===== config.mk =====
export PLATFORM = sky130hd
export DESIGN_NAME = w21_col_mac_seq_flat
export DESIGN_NICKNAME = d
export VERILOG_FILES = /design/src/rtl/w21_col_mac_seq_pkg.sv /design/src/rtl/w21_col_mac_seq_if.sv /design/src/rtl/w21_col_mac_seq_mac_pipe.sv /design/src/rtl/w21_col_mac_seq.sv /design/src/flat_wrapper.sv
export SDC_FILE = /design/constraint.sdc
export NUM_CORES = 2
export LEC_CHECK = 0
export BUFFER_PORTS_ARGS = -buffer_cell sky130_fd_sc_hd__buf_2
export CAP_MARGIN = 0
export CORE_MARGIN = 2
export CORE_UTILIZATION = 30
export DETAILED_ROUTE_END_ITERATION = 12
export PLACE_DENSITY_LB_ADDON = 0.3
export SLEW_MARGIN = 20
export SYNTH_ARGS = -nofsm -noshare
export SYNTH_HDL_FRONTEND = slang
export SYNTH_SLANG_ARGS = --single-unit

===== constraint.sdc =====
create_clock -name clk -period 10.1 [get_ports clk]
set_input_delay 0.505 -clock clk [delete_from_list [all_inputs] [get_ports clk]]
set_output_delay 0.505 -clock clk [all_outputs]
set_load 0.01 [all_outputs]

===== src/rtl/w21_col_mac_seq_pkg.sv =====
`default_nettype none
// ============================================================================
//  Module   : w21_pkg
//  Purpose  : Shared constants, sequencer state type and result saturation
//             helper for the W21 column MAC sequencer.
//  Contents : N_ROWS, DATA_W, ACC_W, FRAC_BITS, ADDR_W, seq_state_t,
//             sat_shift()
//  Revision : 1.0  initial release
// ============================================================================
package w21_pkg;

    localparam int N_ROWS    = 300;
    localparam int DATA_W    = 21;
    localparam int ACC_W     = 51;
    localparam int FRAC_BITS = 10;
    localparam int ADDR_W    = 9;

    typedef enum logic [1:0] {
        S_IDLE  = 2'd0,
        S_RUN   = 2'd1,
        S_DRAIN = 2'd2,
        S_DONE  = 2'd3
    } seq_state_t;

    // Largest / smallest representable DATA_W value, held at accumulator width
    // so the shifted accumulator can be compared directly.
    localparam logic signed [ACC_W-1:0] SAT_HI =
        {{(ACC_W-DATA_W+1){1'b0}}, {(DATA_W-1){1'b1}}};
    localparam logic signed [ACC_W-1:0] SAT_LO = ~SAT_HI;

    localparam logic [DATA_W-1:0] RES_MAX = {1'b0, {(DATA_W-1){1'b1}}};
    localparam logic [DATA_W-1:0] RES_MIN = {1'b1, {(DATA_W-1){1'b0}}};

    // Arithmetic right shift by frac, then clamp into the signed DATA_W range.
    function automatic logic [DATA_W-1:0] sat_shift(
        input logic signed [ACC_W-1:0] acc,
        input int unsigned             frac
    );
        logic signed [ACC_W-1:0] v;
        v = acc >>> frac;
        if (v > SAT_HI) begin
            sat_shift = RES_MAX;
        end else if (v < SAT_LO) begin
            sat_shift = RES_MIN;
        end else begin
            sat_shift = v[DATA_W-1:0];
        end
    endfunction

endpackage : w21_pkg
`default_nettype wire


===== src/rtl/w21_col_mac_seq_if.sv =====
`default_nettype none
// ============================================================================
//  Module   : w21_col_mac_seq_if
//  Purpose  : Bundle of control, memory-address and result handshake signals
//             between the layer controller / activation stage and the
//             W21 column MAC sequencer.
//  Ports    : start, abort       - pass control from the layer controller
//             adrs_clm           - column address to ROM and activation store
//             w_data, x_data     - combinational weight / activation for it
//             busy               - sequencer not idle
//             res_valid/ready    - result handshake, res_data the result
//  Modports : master (controller / consumer side), slave (sequencer side)
//  Revision : 1.0  initial release
// ============================================================================
interface w21_col_mac_seq_if
    import w21_pkg::*;
#(
    parameter int DATA_W = w21_pkg::DATA_W,
    parameter int ADDR_W = w21_pkg::ADDR_W
);
    logic              start;
    logic              abort;
    logic [ADDR_W-1:0] adrs_clm;
    logic [DATA_W-1:0] w_data;
    logic [DATA_W-1:0] x_data;
    logic              busy;
    logic              res_valid;
    logic              res_ready;
    logic [DATA_W-1:0] res_data;

    modport master (
        output start, abort, w_data, x_data, res_ready,
        input  adrs_clm, busy, res_valid, res_data
    );

    modport slave (
        input  start, abort, w_data, x_data, res_ready,
        output adrs_clm, busy, res_valid, res_data
    );

endinterface : w21_col_mac_seq_if
`default_nettype wire


===== src/rtl/w21_col_mac_seq_mac_pipe.sv =====
`default_nettype none
// ============================================================================
//  Module   : w21_mac_pipe
//  Purpose  : Two-stage signed multiply-accumulate datapath with a saturated,
//             registered result.
//             Stage 1 registers w*x with a valid bit, stage 2 adds the
//             sign-extended product into the accumulator.
//  Ports    : clk, rst          - clock, asynchronous active-high reset
//             i_clear           - drop pipeline valid and zero accumulator
//             i_issue           - current w/x pair is part of the pass
//             i_capture         - load saturated result register
//             i_w_data, i_x_data- signed operands
//             o_res_data        - saturated result register
//  Revision : 1.0  initial release
// ============================================================================
module w21_mac_pipe
    import w21_pkg::*;
#(
    parameter int DATA_W    = w21_pkg::DATA_W,
    parameter int ACC_W     = w21_pkg::ACC_W,
    parameter int FRAC_BITS = w21_pkg::FRAC_BITS
) (
    input  logic              clk,
    input  logic              rst,
    input  logic              i_clear,
    input  logic              i_issue,
    input  logic              i_capture,
    input  logic [DATA_W-1:0] i_w_data,
    input  logic [DATA_W-1:0] i_x_data,
    output logic [DATA_W-1:0] o_res_data
);

    localparam int PROD_W = 2 * DATA_W;

    logic signed [DATA_W-1:0] w_w;
    logic signed [DATA_W-1:0] w_x;
    logic signed [PROD_W-1:0] w_prod;
    logic signed [ACC_W-1:0]  w_prod_ext;
    logic [DATA_W-1:0]        w_sat;

    logic signed [PROD_W-1:0] r_prod;
    logic                     r_prod_vld;
    logic signed [ACC_W-1:0]  r_acc;
    logic [DATA_W-1:0]        r_res;

    assign w_w        = $signed(i_w_data);
    assign w_x        = $signed(i_x_data);
    assign w_prod     = w_w * w_x;
    assign w_prod_ext = {{(ACC_W-PROD_W){r_prod[PROD_W-1]}}, r_prod};

    // Stage 1 product register and stage 2 accumulator. ACC_W leaves nine
    // guard bits above the product, enough for 512 full-scale terms.
    always_ff @(posedge clk or posedge rst) begin
        if (rst) begin
            r_prod     <= '0;
            r_prod_vld <= 1'b0;
            r_acc      <= '0;
        end else if (i_clear) begin
            r_prod_vld <= 1'b0;
            r_acc      <= '0;
        end else begin
            r_prod     <= w_prod;
            r_prod_vld <= i_issue;
            if (r_prod_vld) begin
                r_acc <= r_acc + w_prod_ext;
            end
        end
    end

    // Default widths use the shared helper; other widths get the same
    // shift-and-clamp built at the local widths.
    generate
        if (DATA_W == w21_pkg::DATA_W && ACC_W == w21_pkg::ACC_W) begin : g_sat_pkg
            assign w_sat = sat_shift(r_acc, FRAC_BITS);
        end else begin : g_sat_generic
            localparam logic signed [ACC_W-1:0] L_HI =
                {{(ACC_W-DATA_W+1){1'b0}}, {(DATA_W-1){1'b1}}};
            localparam logic signed [ACC_W-1:0] L_LO = ~L_HI;
            logic signed [ACC_W-1:0] w_shr;
            assign w_shr = r_acc >>> FRAC_BITS;
            assign w_sat = (w_shr > L_HI) ? {1'b0, {(DATA_W-1){1'b1}}} :
                           (w_shr < L_LO) ? {1'b1, {(DATA_W-1){1'b0}}} :
                                            w_shr[DATA_W-1:0];
        end
    endgenerate

    always_ff @(posedge clk or posedge rst) begin
        if (rst) begin
            r_res <= '0;
        end else if (i_capture) begin
            r_res <= w_sat;
        end
    end

    assign o_res_data = r_res;

endmodule : w21_mac_pipe
`default_nettype wire


===== src/rtl/w21_col_mac_seq.sv =====
`default_nettype none
// ============================================================================
//  Module   : w21_col_mac_seq
//  Purpose  : Sequencer for one W21 weight column. On start, walks the column
//             address 0..N_ROWS-1, multiply-accumulates weight x activation,
//             then offers one saturated DATA_W result over valid/ready.
//  Ports    : clk  - rising-edge clock
//             rst  - asynchronous active-high reset
//             bus  - w21_col_mac_seq_if.slave (start/abort, adrs_clm,
//                    w_data/x_data, busy, res_valid/res_ready/res_data)
//  Revision : 1.0  initial release
// ============================================================================
module w21_col_mac_seq
    import w21_pkg::*;
#(
    parameter int N_ROWS    = w21_pkg::N_ROWS,
    parameter int DATA_W    = w21_pkg::DATA_W,
    parameter int ACC_W     = w21_pkg::ACC_W,
    parameter int FRAC_BITS = w21_pkg::FRAC_BITS
) (
    input  logic             clk,
    input  logic             rst,
    w21_col_mac_seq_if.slave bus
);

    localparam int                ADDR_W = w21_pkg::ADDR_W;
    localparam logic [ADDR_W-1:0] LAST   = ADDR_W'(N_ROWS - 1);

    seq_state_t        r_state;
    seq_state_t        w_state_nxt;
    logic [ADDR_W-1:0] r_cnt;
    logic              r_drain;

    logic              w_clear;
    logic              w_issue;
    logic              w_capture;
    logic [DATA_W-1:0] w_res_data;

    // ------------------------------------------------------------------
    // FSM: state register
    // ------------------------------------------------------------------
    always_ff @(posedge clk or posedge rst) begin
        if (rst) begin
            r_state <= S_IDLE;
        end else begin
            r_state <= w_state_nxt;
        end
    end

    // ------------------------------------------------------------------
    // FSM: next state. abort wins over start in IDLE and over res_ready
    // in DONE.
    // ------------------------------------------------------------------
    always_comb begin
        w_state_nxt = r_state;
        case (r_state)
            S_IDLE: begin
                if (bus.start && !bus.abort) begin
                    w_state_nxt = S_RUN;
                end
            end
            S_RUN: begin
                if (bus.abort) begin
                    w_state_nxt = S_IDLE;
                end else if (r_cnt == LAST) begin
                    w_state_nxt = S_DRAIN;
                end
            end
            S_DRAIN: begin
                if (bus.abort) begin
                    w_state_nxt = S_IDLE;
                end else if (r_drain) begin
                    w_state_nxt = S_DONE;
                end
            end
            S_DONE: begin
                if (bus.abort || bus.res_ready) begin
                    w_state_nxt = S_IDLE;
                end
            end
            default: w_state_nxt = S_IDLE;
        endcase
    end

    // ------------------------------------------------------------------
    // FSM: outputs and datapath controls
    // ------------------------------------------------------------------
    always_comb begin
        bus.adrs_clm  = r_cnt;
        bus.busy      = (r_state != S_IDLE);
        bus.res_valid = (r_state == S_DONE);
        bus.res_data  = w_res_data;
        w_issue       = (r_state == S_RUN);
        w_clear       = ((r_state == S_IDLE) && bus.start && !bus.abort) ||
                        ((r_state != S_IDLE) && bus.abort);
        // Second DRAIN cycle: the last product was added one edge earlier.
        w_capture     = (r_state == S_DRAIN) && r_drain && !bus.abort;
    end

    // Address counter: zero whenever heading back to IDLE, so IDLE always
    // presents address 0; holds at the last address through DRAIN/DONE.
    always_ff @(posedge clk or posedge rst) begin
        if (rst) begin
            r_cnt <= '0;
        end else if (w_state_nxt == S_IDLE) begin
            r_cnt <= '0;
        end else if ((r_state == S_RUN) && (r_cnt != LAST)) begin
            r_cnt <= r_cnt + ADDR_W'(1);
        end
    end

    // Marks the second DRAIN cycle.
    always_ff @(posedge clk or posedge rst) begin
        if (rst) begin
            r_drain <= 1'b0;
        end else begin
            r_drain <= (r_state == S_DRAIN) && (w_state_nxt == S_DRAIN);
        end
    end

    w21_mac_pipe #(
        .DATA_W    (DATA_W),
        .ACC_W     (ACC_W),
        .FRAC_BITS (FRAC_BITS)
    ) u_mac_pipe (
        .clk        (clk),
        .rst        (rst),
        .i_clear    (w_clear),
        .i_issue    (w_issue),
        .i_capture  (w_capture),
        .i_w_data   (bus.w_data),
        .i_x_data   (bus.x_data),
        .o_res_data (w_res_data)
    );

endmodule : w21_col_mac_seq
`default_nettype wire


===== src/flat_wrapper.sv =====
// flat-port wrapper written by rule: the top's interface ports become plain ports
module w21_col_mac_seq_flat import w21_pkg::*;
#(
    parameter int N_ROWS    = w21_pkg::N_ROWS,
    parameter int DATA_W    = w21_pkg::DATA_W,
    parameter int ACC_W     = w21_pkg::ACC_W,
    parameter int FRAC_BITS = w21_pkg::FRAC_BITS
)
  (clk, rst, bus_start, bus_abort, bus_w_data, bus_x_data, bus_res_ready, bus_adrs_clm, bus_busy, bus_res_valid, bus_res_data);
  w21_col_mac_seq_if #(.DATA_W(DATA_W), .ADDR_W(9)) bus_i ();
  input  logic clk;
  input  logic rst;
  input wire logic [$bits(bus_i.start)-1:0] bus_start;
  input wire logic [$bits(bus_i.abort)-1:0] bus_abort;
  input wire logic [$bits(bus_i.w_data)-1:0] bus_w_data;
  input wire logic [$bits(bus_i.x_data)-1:0] bus_x_data;
  input wire logic [$bits(bus_i.res_ready)-1:0] bus_res_ready;
  output wire logic [$bits(bus_i.adrs_clm)-1:0] bus_adrs_clm;
  output wire logic [$bits(bus_i.busy)-1:0] bus_busy;
  output wire logic [$bits(bus_i.res_valid)-1:0] bus_res_valid;
  output wire logic [$bits(bus_i.res_data)-1:0] bus_res_data;
  assign bus_i.start = bus_start;
  assign bus_i.abort = bus_abort;
  assign bus_i.w_data = bus_w_data;
  assign bus_i.x_data = bus_x_data;
  assign bus_i.res_ready = bus_res_ready;
  assign bus_adrs_clm = bus_i.adrs_clm;
  assign bus_busy = bus_i.busy;
  assign bus_res_valid = bus_i.res_valid;
  assign bus_res_data = bus_i.res_data;
  w21_col_mac_seq #(.N_ROWS(N_ROWS), .DATA_W(DATA_W), .ACC_W(ACC_W), .FRAC_BITS(FRAC_BITS)) u_core (.clk(clk), .rst(rst), .bus(bus_i));
endmodule

# ---- Word-level counts from Yosys, hierarchy flattened
# Cells that the tools add are included.
# W data, S select, Z words.
dict set report op_classes {
  n_mux 14
  mul 1
  bitwise_logic 0
  div_mod_pow 0
  shifts 0
  n_addsub 2
  eq_ne 6
  n_lt_le_gt_ge 2
  reduce_logical 16
}
# op n
set ops {}
lappend ops {{$mux W51} 2}
lappend ops {{$add A51 B42 Y51} 1}
lappend ops {{$mul A21 B21 Y42} 1}
lappend ops {{$mux W21} 2}
lappend ops {{$gt A41 B21 Y1 const B} 1}
lappend ops {{$lt A41 B21 Y1 const B} 1}
lappend ops {{$mux W9} 2}
lappend ops {{$mux W2} 6}
lappend ops {{$add A9 B1 Y9 const B} 1}
lappend ops {{$eq A9 B9 Y1 const B} 1}
lappend ops {{$ne A9 B9 Y1 const B} 1}
lappend ops {{$logic_and A1 B1 Y1} 8}
lappend ops {{$pmux W2 S4} 1}
lappend ops {{$eq A2 B2 Y1 const B} 3}
lappend ops {{$reduce_bool A2 Y1} 3}
lappend ops {{$logic_not A2 Y1} 2}
lappend ops {{$eq A2 B1 Y1 const B} 1}
lappend ops {{$logic_or A1 B1 Y1} 2}
lappend ops {{$logic_not A1 Y1} 1}
lappend ops {{$mux W1} 1}
dict set report totals {
  output_inout_bits 32
  n_memories 0
  reg_bits 127
  rom_bits 0
  ram_bits 0
  latch_bits 0
  wordCells 48
  in_bits 47
}

# ---- Logic depth before layout (Yosys ltp)
dict set report logic_depth {
  ltp_word 6
  ltp_mapped 27
  ltp_nobuf 26
}

# ---- Hierarchy
# From an unflattened synthesis, not the netlist that was laid out.
dict set report hier_totals {
  hier_cells 2660
  hier_area_um2 24085.6
}
# mod area_each_um2 n_inst seq_area_each_um2 cells_per_inst
set by_module_without_submodules {}
lappend by_module_without_submodules {w21_mac_pipe 23393.7 1 2877.8 2585}
lappend by_module_without_submodules {w21_col_mac_seq 691.9 1 300.3 75}

# ---- Worst setup path before layout
# No wires, ideal clock.
dict set report synth_path {
  path_kind {input-to-reg}
  start {in bus_w_data[20]}
  end {reg u_core.u_mac_pipe.r_prod[36]}
  stages 22
  slack_ps 3210
  setup_ps 135
  arrival_time_ps 6756
  cell_sequence {clkbuf_1 > nand2_1 > fa_1 > inv_1 > fa_1 > fa_1 > fa_1 > fa_1 > fa_1 > inv_1 > fa_1 > inv_1 > ha_1 > a21o_1 > a21o_1 > or3_1 > o21ai_0 > o21ai_0 > or4_1 > a41o_1 > xnor2_1 > o21ai_0}
}
dict set report synth_via {
  elab_chain_cells 1
}
# element line_no
set synth_lines {}
lappend synth_lines {{start, declared} flat_wrapper.sv:15} ;# input wire logic [$bits(bus_i.w_data)-1:0] bus_w_data;
lappend synth_lines {{$mul A21 B21 Y42} w21_col_mac_seq_mac_pipe.sv:48} ;# assign w_prod = w_w * w_x;
lappend synth_lines {{end signal, assigned} w21_col_mac_seq_mac_pipe.sv:62} ;# r_prod <= w_prod;
lappend synth_lines {{end, declared} w21_col_mac_seq_mac_pipe.sv:41} ;# logic signed [PROD_W-1:0] r_prod;
# Every way passes these cells.
# A chain may end at the register's enable or synchronous reset.

# ---- Worst setup path in the final report
dict set report layout_path {
  start {in bus_x_data[6]}
  end {reg u_core.u_mac_pipe.r_prod[41]}
}
dict set report layout_via {
  elab_chain_cells 1
}
# element line_no
set layout_lines {}
lappend layout_lines {{start, declared} flat_wrapper.sv:16} ;# input wire logic [$bits(bus_i.x_data)-1:0] bus_x_data;
lappend layout_lines {{$mul A21 B21 Y42} w21_col_mac_seq_mac_pipe.sv:48}
# Every way passes these cells.

==> metrics.yaml <==
cts.clk_slew.worst_paths_ns: 0.06
min_period_ns: 7.23
clock_path_buffers: 2
synth_ff_type: "dfrtp_1"
relSlewSlack: 0.328
fin_crit_sh: 0.716
ioPinCount: 79
num_antenna_cells: 0
drc_errors: 0
use_met3: 0.0167
area_growth_syn_to_layout_pct: 8.22
start_util: 0.303
top_usage_layer: "met2"
track_usage: 0.155
cts_resized: 0
numCtsBuffers: 17
post_cts_buffers: 0
worstPathArrival_ns: 7.56
wl_per_cell_um: 16.3
final_antenna_net_count: 0
status: "finished, final reports clean"
grt_pass1_vias: 18500
fillers: 8539
worstPathMaxFanout: 21
holdBufCountCts: 0
netlist_instances: 2744
setup_violations: 0
critPathKind: "input pin to register"
vias_per_cell: 4.61
hpwlAfterDp_um: 49900
grt_pass1_wl_um: 102000
ys_ff_latch: 127
rows: 104
dr.first_iter.drc_count: 973
coreArea_mm2: 0.0804
portBuffers: 78
drv_cap: 0
ys_types: 74
layout_common_cells: "inv_1, fa_1, nand2_1"
dr_total_vias: 17500
synth_edf_count: 0
synth_async_sr_flop_share: 1.00
worstMarginPinSlew_ns: 1.01
layout_commonest_cell: "inv_1"
die_h_um: 289
yosys_warnings: 0
use_met2: 0.241
rsz0062_at_grt: "no"
cp-end-kind: "register"
die_area_mm2: 0.0835
syn_nets: 3413
routed_wl_um: 62000
reg2reg_depth: 13
cp-start-kind: "input pin"
clk_latency_ns: 0.43
final-hold-violation-count: 0
root_buffer: "clkbuf_16"
final_net_count: 3393
synth-seq-area-share: 0.130
met1_usage: 0.233
htree_levels: 4
grt_remaining_overflow: 0
cts_sinks: 127
fp.dieW_um: 289
hp-class: "input pin to asynchronous set/reset pin"
final-max-slew-violation-count: 0
drive_gt1_frac: 0.0522
firstDrtPassIters: 5
synthesis.area_mm2: 0.0244
cp_data_required_time_ns: 10.44
cts_tree: "built"
antenna_found_initial: 0
fin_skew_ns: 0.0132
grt_max_degree: 103
fmax_ghz: 0.138
place_congestion: 0.823
tns_ns: 0
avgSynthCellArea_um2: 8.88
stage by stage:
step	instances	hold WS, ns	util	cell area (um2)	worst slack, ns
final	3797	0.202	0.328	26400	2.87
after global routing	3797	0.253	0.328	26400	2.39
after floorplan	2744	0.401	-	24400	3.21
after CTS	3797	0.218	0.328	26400	2.84
after detailed placement	3765	0.427	0.319	25700	2.38
after global placement	3765	0.411	0.319	25700	2.45
sequential cells by signal, indices dropped and copies added (netlist names):
| name | flops |
|---|---|
| u_core.u_mac_pipe.r_acc | 51 |
| u_core.u_mac_pipe.r_prod | 42 |
| u_core.u_mac_pipe.o_res_data | 21 |
| u_core.bus.adrs_clm | 9 |
| u_core.r_state | 2 |
| u_core.r_drain | 1 |
| u_core.u_mac_pipe.r_prod_vld | 1 |
kinds of logic after synthesis:
| family | Yosys count | synth area share |
|---|---|---|
| AND/OR/NAND/NOR | 820 | 0.160 |
| buffers and inverters | 701 | 0.108 |
| adder cells (fa/ha/maj) | 622 | 0.461 |
| AO/OA/AOI/OAI | 345 | 0.0920 |
| flip-flops | 127 | 0.130 |
| XOR/XNOR | 96 | 0.0345 |
| multiplexers | 33 | 0.0138 |
worst paths after layout:
kind	from	to	slack, ns
min reg2reg	u_core.r_drain	u_core.r_drain	0.43
min in group clk	bus_abort	u_core.r_state[1]	0.37
max in group asynchronous	rst	u_core.u_mac_pipe.r_prod[0]	8.73
min	rst	u_core.r_state[1]	0.20
max	bus_x_data[6]	u_core.u_mac_pipe.r_prod[41]	2.87
max reg2reg	u_core.u_mac_pipe.r_acc[0]	u_core.u_mac_pipe.r_acc[44]	6.68
synthesized netlist by cell type, types with 6 or more instances:
| cell type | count | share of area |
|---|---|---|
| clkbuf_1 | 113 | 0.017 |
| dfrtp_1 | 127 | 0.13 |
| o21ai_0 | 96 | 0.020 |
| ha_1 | 162 | 0.083 |
| nand2b_1 | 13 | 0.0033 |
| or3_1 | 7 | 0.0018 |
| nor2b_1 | 14 | 0.0036 |
| mux2i_1 | 32 | 0.013 |
| a31oi_1 | 13 | 0.0033 |
| nor2_1 | 133 | 0.020 |
| nand4_1 | 14 | 0.0036 |
| xnor2_1 | 61 | 0.022 |
| and3_1 | 13 | 0.0033 |
| nand2_1 | 356 | 0.055 |
| and2_1 | 202 | 0.052 |
| a211oi_1 | 17 | 0.0052 |
| nor4_1 | 8 | 0.0021 |
| o21a_1 | 8 | 0.0025 |
| o211ai_1 | 6 | 0.0018 |
| nor3_1 | 16 | 0.0033 |
| o21bai_1 | 15 | 0.0046 |
| xor2_1 | 35 | 0.013 |
| fa_1 | 460 | 0.38 |
| a21oi_1 | 94 | 0.019 |
| inv_1 | 580 | 0.089 |
| nand3_1 | 22 | 0.0045 |
| o31ai_1 | 8 | 0.0025 |
| a21o_1 | 42 | 0.013 |
critical path, cell delays in order:
cell	delay (ns)
buf_2	0.44
nand2_1	0.16
fa_1	0.55
fa_1	0.53
fa_1	0.55
inv_1	0.07
fa_1	0.50
fa_1	0.52
fa_1	0.55
inv_1	0.06
fa_1	0.52
inv_1	0.04
ha_1	0.35
a21o_1	0.18
a21o_1	0.18
a21oi_1	0.20
nor2_1	0.09
a211oi_1	0.28
a21oi_1	0.16
o22ai_2	0.33
o221ai_1	0.24
or3_1	0.35
o221ai_1	0.21
per-layer routing:
layer | wire [um] | up-vias | part of all wire
li1 | - | 8355 | -
met2 | 27000 | 299 | 0.44
met4 | 721 | 0 | 0.012
met1 | 32300 | 8784 | 0.52
met3 | 2050 | 52 | 0.033
met5 | 0 | - | 0
cell type report:
| cell class | instances | area (um2) | share of cell area |
|---|---|---|---|
| Clock buffer | 18 | 429 | 0.0163 |
| Clock inverter | 14 | 263 | 0.00996 |
| Inverter | 580 | 2180 | 0.0827 |
| Multi-Input combinational cell | 1916 | 18600 | 0.704 |
| Sequential cell | 127 | 3180 | 0.121 |
| Tap cell | 1060 | 1330 | 0.0503 |
| Timing Repair Buffer | 82 | 420 | 0.0159 |
Power is left out: the tool's default activity adds up to more than one toggle a clock period on the data nets, which glitch-free logic cannot reach.
